===== config.mk =====
export PLATFORM = sky130hd
export DESIGN_NAME = hazard_ctrl
export DESIGN_NICKNAME = d
export VERILOG_FILES = /design/src/rtl/hazard_ctrl.sv
export SDC_FILE = /design/constraint.sdc
export NUM_CORES = 1
export LEC_CHECK = 0
export CORE_MARGIN = 1
export CORE_UTILIZATION = 64
export DETAILED_ROUTE_END_ITERATION = 12
export PLACE_DENSITY = 0.87
export SLEW_MARGIN = 5
export SYNTH_ARGS = -nofsm -noshare
export SYNTH_HDL_FRONTEND = slang
export SYNTH_SLANG_ARGS = --single-unit

===== constraint.sdc =====
create_clock -name clk -period 8.14 [get_ports clk]
set_clock_uncertainty 0.15 [all_clocks]
set_input_delay 1.221 -clock clk [delete_from_list [all_inputs] [get_ports clk]]
set_output_delay 1.221 -clock clk [all_outputs]
set_load 0.05 [all_outputs]

===== src/rtl/hazard_ctrl.sv =====
// -----------------------------------------------------------------------------
// hazard_ctrl
//   Issue/hazard controller for the decode stage. A per-register scoreboard
//   counts writes that have been issued but not yet written back. Decode is
//   stalled on RAW hazards, on a saturated destination counter and while a
//   HALT drains. A bubble is loaded into ID->EX whenever the decode slot does
//   not issue, including when a taken branch from EX kills that slot.
//
// Parameters
//   ADDR_LINE  register-address width (2**ADDR_LINE architectural registers)
//   CNT_W      width of each pending-write counter
//
// Ports
//   clk              in   pipeline clock
//   reset            in   asynchronous, active-low reset
//   inst_valid_f_if  in   inst_f_if holds a real instruction
//   inst_f_if        in   instruction currently in decode
//   w_f_wb           in   WB stage writes the register file this cycle
//   addr_in_f_wb     in   WB destination register
//   flush_f_ex       in   taken branch/JR in EX, kill the decode slot
//   stall_2_if       out  hold PC and the IF/ID register
//   bubble_2_ex      out  load a NOP into ID->EX
//   halted           out  core halted with all writes retired
//   sb_err           out  sticky: write-back to a register with no pending write
// -----------------------------------------------------------------------------
module hazard_ctrl #(
  parameter int ADDR_LINE = 5,
  parameter int CNT_W     = 2
) (
  input  logic                 clk,
  input  logic                 reset,
  input  logic                 inst_valid_f_if,
  input  logic [31:0]          inst_f_if,
  input  logic                 w_f_wb,
  input  logic [ADDR_LINE-1:0] addr_in_f_wb,
  input  logic                 flush_f_ex,
  output logic                 stall_2_if,
  output logic                 bubble_2_ex,
  output logic                 halted,
  output logic                 sb_err
);

  localparam int NREG = 1 << ADDR_LINE;
  localparam logic [CNT_W-1:0] CNT_MAX = {CNT_W{1'b1}};

  typedef enum logic [1:0] {
    ST_RUN    = 2'b00,
    ST_DRAIN  = 2'b01,
    ST_HALTED = 2'b10
  } state_e;

  state_e                         state_q;
  logic                           sb_err_q;
  logic [NREG-1:0][CNT_W-1:0]     cnt_q;
  logic [NREG-1:0][CNT_W-1:0]     cnt_d;

  logic [5:0]           opcode_s;
  logic [ADDR_LINE-1:0] rs_s;
  logic [ADDR_LINE-1:0] rt_s;
  logic [ADDR_LINE-1:0] rd_s;
  logic [ADDR_LINE-1:0] dst_s;
  logic                 src_a_v_s;
  logic                 src_b_v_s;
  logic                 dst_v_s;
  logic                 is_halt_s;
  logic                 src_a_chk_s;
  logic                 src_b_chk_s;
  logic                 dst_chk_s;
  logic                 hazard_s;
  logic                 issue_s;
  logic                 wb_hit_s;
  logic                 wb_dec_s;
  logic                 wb_err_s;
  logic [NREG-1:0]      inc_s;
  logic [NREG-1:0]      dec_s;
  logic                 drain_done_s;
  logic                 unused_imm_s;

  assign opcode_s = inst_f_if[31:26];
  assign rs_s     = inst_f_if[21 +: ADDR_LINE];
  assign rt_s     = inst_f_if[16 +: ADDR_LINE];
  assign rd_s     = inst_f_if[11 +: ADDR_LINE];
  assign unused_imm_s = ^inst_f_if[10:0];

  // Opcode decode: which register fields are read and which one is written.
  always_comb begin
    src_a_v_s = 1'b0;
    src_b_v_s = 1'b0;
    dst_v_s   = 1'b0;
    is_halt_s = 1'b0;
    dst_s     = rd_s;
    case (opcode_s)
      6'b000000, 6'b000010, 6'b000100,
      6'b000110, 6'b001000, 6'b001010: begin
        src_a_v_s = 1'b1;
        src_b_v_s = 1'b1;
        dst_v_s   = 1'b1;
        dst_s     = rd_s;
      end
      6'b000001, 6'b000011, 6'b000101, 6'b000111,
      6'b001001, 6'b001011, 6'b001100: begin
        src_a_v_s = 1'b1;
        dst_v_s   = 1'b1;
        dst_s     = rt_s;
      end
      6'b001101, 6'b001111: begin
        src_a_v_s = 1'b1;
        src_b_v_s = 1'b1;
      end
      6'b001110, 6'b010000: begin
        src_a_v_s = 1'b1;
      end
      6'b010001: begin
        is_halt_s = 1'b1;
      end
      default: begin
        src_a_v_s = 1'b0;
        src_b_v_s = 1'b0;
        dst_v_s   = 1'b0;
        is_halt_s = 1'b0;
      end
    endcase
  end

  // r0 is hard-wired, so it is never tracked.
  assign src_a_chk_s = src_a_v_s & (rs_s  != '0);
  assign src_b_chk_s = src_b_v_s & (rt_s  != '0);
  assign dst_chk_s   = dst_v_s   & (dst_s != '0);

  // Uses registered counts only: a WB in this cycle lands at the edge, so the
  // dependent instruction issues one cycle later.
  assign hazard_s = inst_valid_f_if &
                    ((src_a_chk_s & (cnt_q[rs_s]  != '0)) |
                     (src_b_chk_s & (cnt_q[rt_s]  != '0)) |
                     (dst_chk_s   & (cnt_q[dst_s] == CNT_MAX)));

  // Gated by reset so that an instruction presented during reset bubbles.
  assign issue_s = reset & inst_valid_f_if & ~hazard_s & ~flush_f_ex &
                   (state_q == ST_RUN);

  assign wb_hit_s = w_f_wb & (addr_in_f_wb != '0);
  assign wb_dec_s = wb_hit_s & (cnt_q[addr_in_f_wb] != '0);
  assign wb_err_s = wb_hit_s & (cnt_q[addr_in_f_wb] == '0);

  assign inc_s = (issue_s & dst_chk_s) ? (NREG'(1) << dst_s)        : '0;
  assign dec_s = wb_dec_s              ? (NREG'(1) << addr_in_f_wb) : '0;

  // Scoreboard next state; an issue and a retire on one register cancel.
  always_comb begin
    cnt_d = cnt_q;
    for (int r = 0; r < NREG; r++) begin
      case ({inc_s[r], dec_s[r]})
        2'b10:   cnt_d[r] = cnt_q[r] + CNT_W'(1);
        2'b01:   cnt_d[r] = cnt_q[r] - CNT_W'(1);
        default: cnt_d[r] = cnt_q[r];
      endcase
    end
  end

  // Drain completes as soon as the last retire has landed.
  assign drain_done_s = (cnt_d == '0);

  // Scoreboard, sticky error flag and RUN/DRAIN/HALTED state machine.
  always_ff @(posedge clk or negedge reset) begin
    if (!reset) begin
      state_q  <= ST_RUN;
      sb_err_q <= 1'b0;
      cnt_q    <= '0;
    end else begin
      cnt_q <= cnt_d;
      if (wb_err_s) begin
        sb_err_q <= 1'b1;
      end
      case (state_q)
        ST_RUN: begin
          if (issue_s && is_halt_s) begin
            state_q <= ST_DRAIN;
          end
        end
        ST_DRAIN: begin
          // A flush means the HALT was on the wrong path.
          if (flush_f_ex) begin
            state_q <= ST_RUN;
          end else if (drain_done_s) begin
            state_q <= ST_HALTED;
          end
        end
        ST_HALTED: begin
          state_q <= ST_HALTED;
        end
        default: begin
          state_q <= ST_RUN;
        end
      endcase
    end
  end

  // A killed slot never stalls; it simply becomes a bubble.
  assign stall_2_if  = (hazard_s & ~flush_f_ex) | (state_q != ST_RUN);
  assign bubble_2_ex = ~issue_s;
  assign halted      = (state_q == ST_HALTED);
  assign sb_err      = sb_err_q;

endmodule


==> results.ini <==
[setup_path]
crit_type=in -> reg
timing.rr.start=cnt_q[42]
reg2regPathDepth=16
reg2reg_setup_slack_ns=2.38
crit_path_start_kind=input pin
crit_arrival_ns=6.85
critPathMaxFanout=19
worstSetupEndpointType=register
cp_data_required_time_ns=8.22
critPathLaunch=inst_f_if[26]
r2r_end=state_q[0]
crit_end=state_q[0]

[cts]
clk_latency_ns=0.36
clockRootBuffer=clkbuf_8
cts.sinks=67
htree_num_levels=3
cts_buffer_depth=2
cts_setup_buffers=0
ctsHoldBuffers=0
ctsResizeCount=0
clk_pin_slew_worst_paths_ns=0.08
cts_tree=done
cts_buffers=9

[routing]
top_layer=met4
met2_wirelength_um=7928
wl_per_cell_um=23.77
ant_nets=0
drt_iter0_drc=782
dr_total_vias=5274
first_pass_iters=6
drt-total-wl_um=17780
vias_per_cell=7.051
drc=0
wl_met3_um=2286
wl_met1_um=6665

[synth]
syn_area_mm2=0.005610
synth_cell_types=72
ys.flop_type=dfrtp_1
synth_simple_gate_area_share_pct=23.06
syn_avg_cell_area_um2=9.108
synthAdderAreaFrac_pct=7.136
synth_top_family_by_area=simple AND/OR/NAND/NOR gates
synthMuxAreaShare_pct=10.57
synth_compound_area_share_pct=11.60
synth_xor_area_share_pct=14.99
syn_nets=690
synth_async_sr_flop_share_pct=100.0
ys_ff_latch=67
yosysSeqAreaShare_pct=29.88
syn_inst=616
yosys_warnings=0
synth-edff-count=0

[floorplanning]
die-height_um=95.63
rows=33
initial_core_util_pct=67.27
pin_count=46
die_w_um=95.63
coreArea_mm2=0.008341
die_area_mm2=0.009145

[layout]
area_growth_pct=10.66
nFillCells=608
nNetsFinal=712
mostFrequentLayoutCells=nor2_1 (111), nand2_1 (72), dfrtp_1 (67)
layoutNonFillerInstCount=748
utilization_pct=74.44
multi_input_area_mm2=0.003786
regArea_mm2=0.001677
drive_gt1_share_pct=10.58
diodes=0
design_area_mm2=0.006208
final_common_cell=nor2_1

[grt]
grt_max_degree=68
track_usage_pct=41.76
grt_pass1_wl_um=27320
grt_pass1_vias=5115
grt_remaining_overflow=0
antenna_found_initial=0

[timing]
whs_ns=0.3262
timing_hold_violations_final=0
rsz0062_at_grt=no
setup_viol=0
setup_tns_ns=0
finalWorstSetupSlack_ns=1.372
period_share_pct=83.15
fmax_mhz=147.7
maxSlewViolCount=0
min_period_ns=6.768
max_slew_margin_pct=41.65
worst_pin_slew_ns=0.8753

[power_and_ir_drop]
power_density_mw_per_mm2=168.5
total_power_mw=1.046
ir_worst_vdd_uv=110.4
leakage_nw=2.466

[run]
max_cap_viol_count=0

[placement]
port_buffers=34
dpl.cell_count=732
dp_hpwl_um=13430
routabilityCongestion=1.016
pre_cts_slack_ns=1.327
placed_area_mm2=0.005982

[worst_hold_path]
hold_path_class=reg -> reg

[run_status]
outcome=finished clean

## cell type report
class | instances | area share [%]
clock buffers | 10 | 2.217
clock inverters | 6 | 1.431
inverters | 6 | 0.3628
multi-input cells | 516 | 60.98
flip-flops and latches | 67 | 27.01
well taps | 105 | 2.116
repair buffers | 38 | 5.885
## metal layers
metal	up-vias	GRT usage (%)
met5	-	0
met4	0	21.14
met3	83	11.40
met2	395	64.46
met1	2556	53.85
li1	2240	-
## report_power, final
group	internal, mW	switching [mW]
registers	0.364	0.0510
clock network	0.181	0.143
logic	0.134	0.174
total	0.678	0.368
## how the worst min path moves through the flow
| stage | start | endpoint | slack (ns) | depth (start not counted) |
|---|---|---|---|---|
| CTS | sb_err | sb_err | 0.33 | 1 |
| global placement | sb_err | sb_err | 0.29 | 1 |
| finish | sb_err | sb_err | 0.33 | 1 |
| floorplan | cnt_q[55] | cnt_q[55] | 0.32 | 1 |
| global route | sb_err | sb_err | 0.36 | 1 |
| detailed placement | sb_err | sb_err | 0.31 | 1 |
## cell usage after synthesis (3+ instances only)
library cell  count  area [µm²]
a2111oi_0         3       26.28
a211o_1           4       35.03
a211oi_1          7       52.55
a21o_1            3       22.52
a21oi_1          14       70.07
a221o_1           3       30.03
a221oi_1         10       87.58
a22oi_1           3       22.52
a31oi_1           3       18.77
and2_1            9       56.30
buf_1             7       26.28
buf_2             9       45.04
clkbuf_1          8       30.03
dfrtp_1          67        1677
ha_1             32       400.4
inv_1             3       11.26
mux2_2            6       67.56
mux2i_1           6       60.06
mux4_2           19       427.9
nand2_1          72       270.3
nand2b_1          8       50.05
nand3_1           8       40.04
nand4_1           4       25.02
nor2_1          111       416.7
nor2b_1           5       31.28
nor3_1           11       55.05
nor3_2            4       40.04
nor4_1           16       100.1
nor4_2            4       50.05
o211ai_1          5       37.54
o21ai_0           5       25.02
o31ai_1           3       22.52
or4_1             3       22.52
xnor2_1          64       560.5
xor2_1           32       280.3
## flip-flops by register name, summed over array words and instances (netlist names)
signal	count
cnt_q	64
state_q	2
sb_err	1
## worst max-delay path, stage by stage
cell	delay (ns)
clkdlybuf4s50_1	0.57
and4bb_1	0.28
o21ai_2	0.16
buf_4	0.31
mux2i_4	0.44
a22oi_1	0.17
a211oi_1	0.30
o21ai_1	0.23
nor4_2	0.41
nand2_1	0.14
ha_1	0.33
nor2_1	0.22
xor2_1	0.22
nor4_1	0.68
nand4_1	0.13
or4_1	0.57
o211ai_1	0.29
o41ai_1	0.14
## cells by family after synthesis
family / Yosys count
buffers and inverters: 33
other: 2
adder cells (fa/ha/maj): 32
flip-flops: 67
AND/OR/NAND/NOR: 268
multiplexers: 33
XOR/XNOR: 96
AO/OA/AOI/OAI: 85
(Power assumes the default switching activity.)
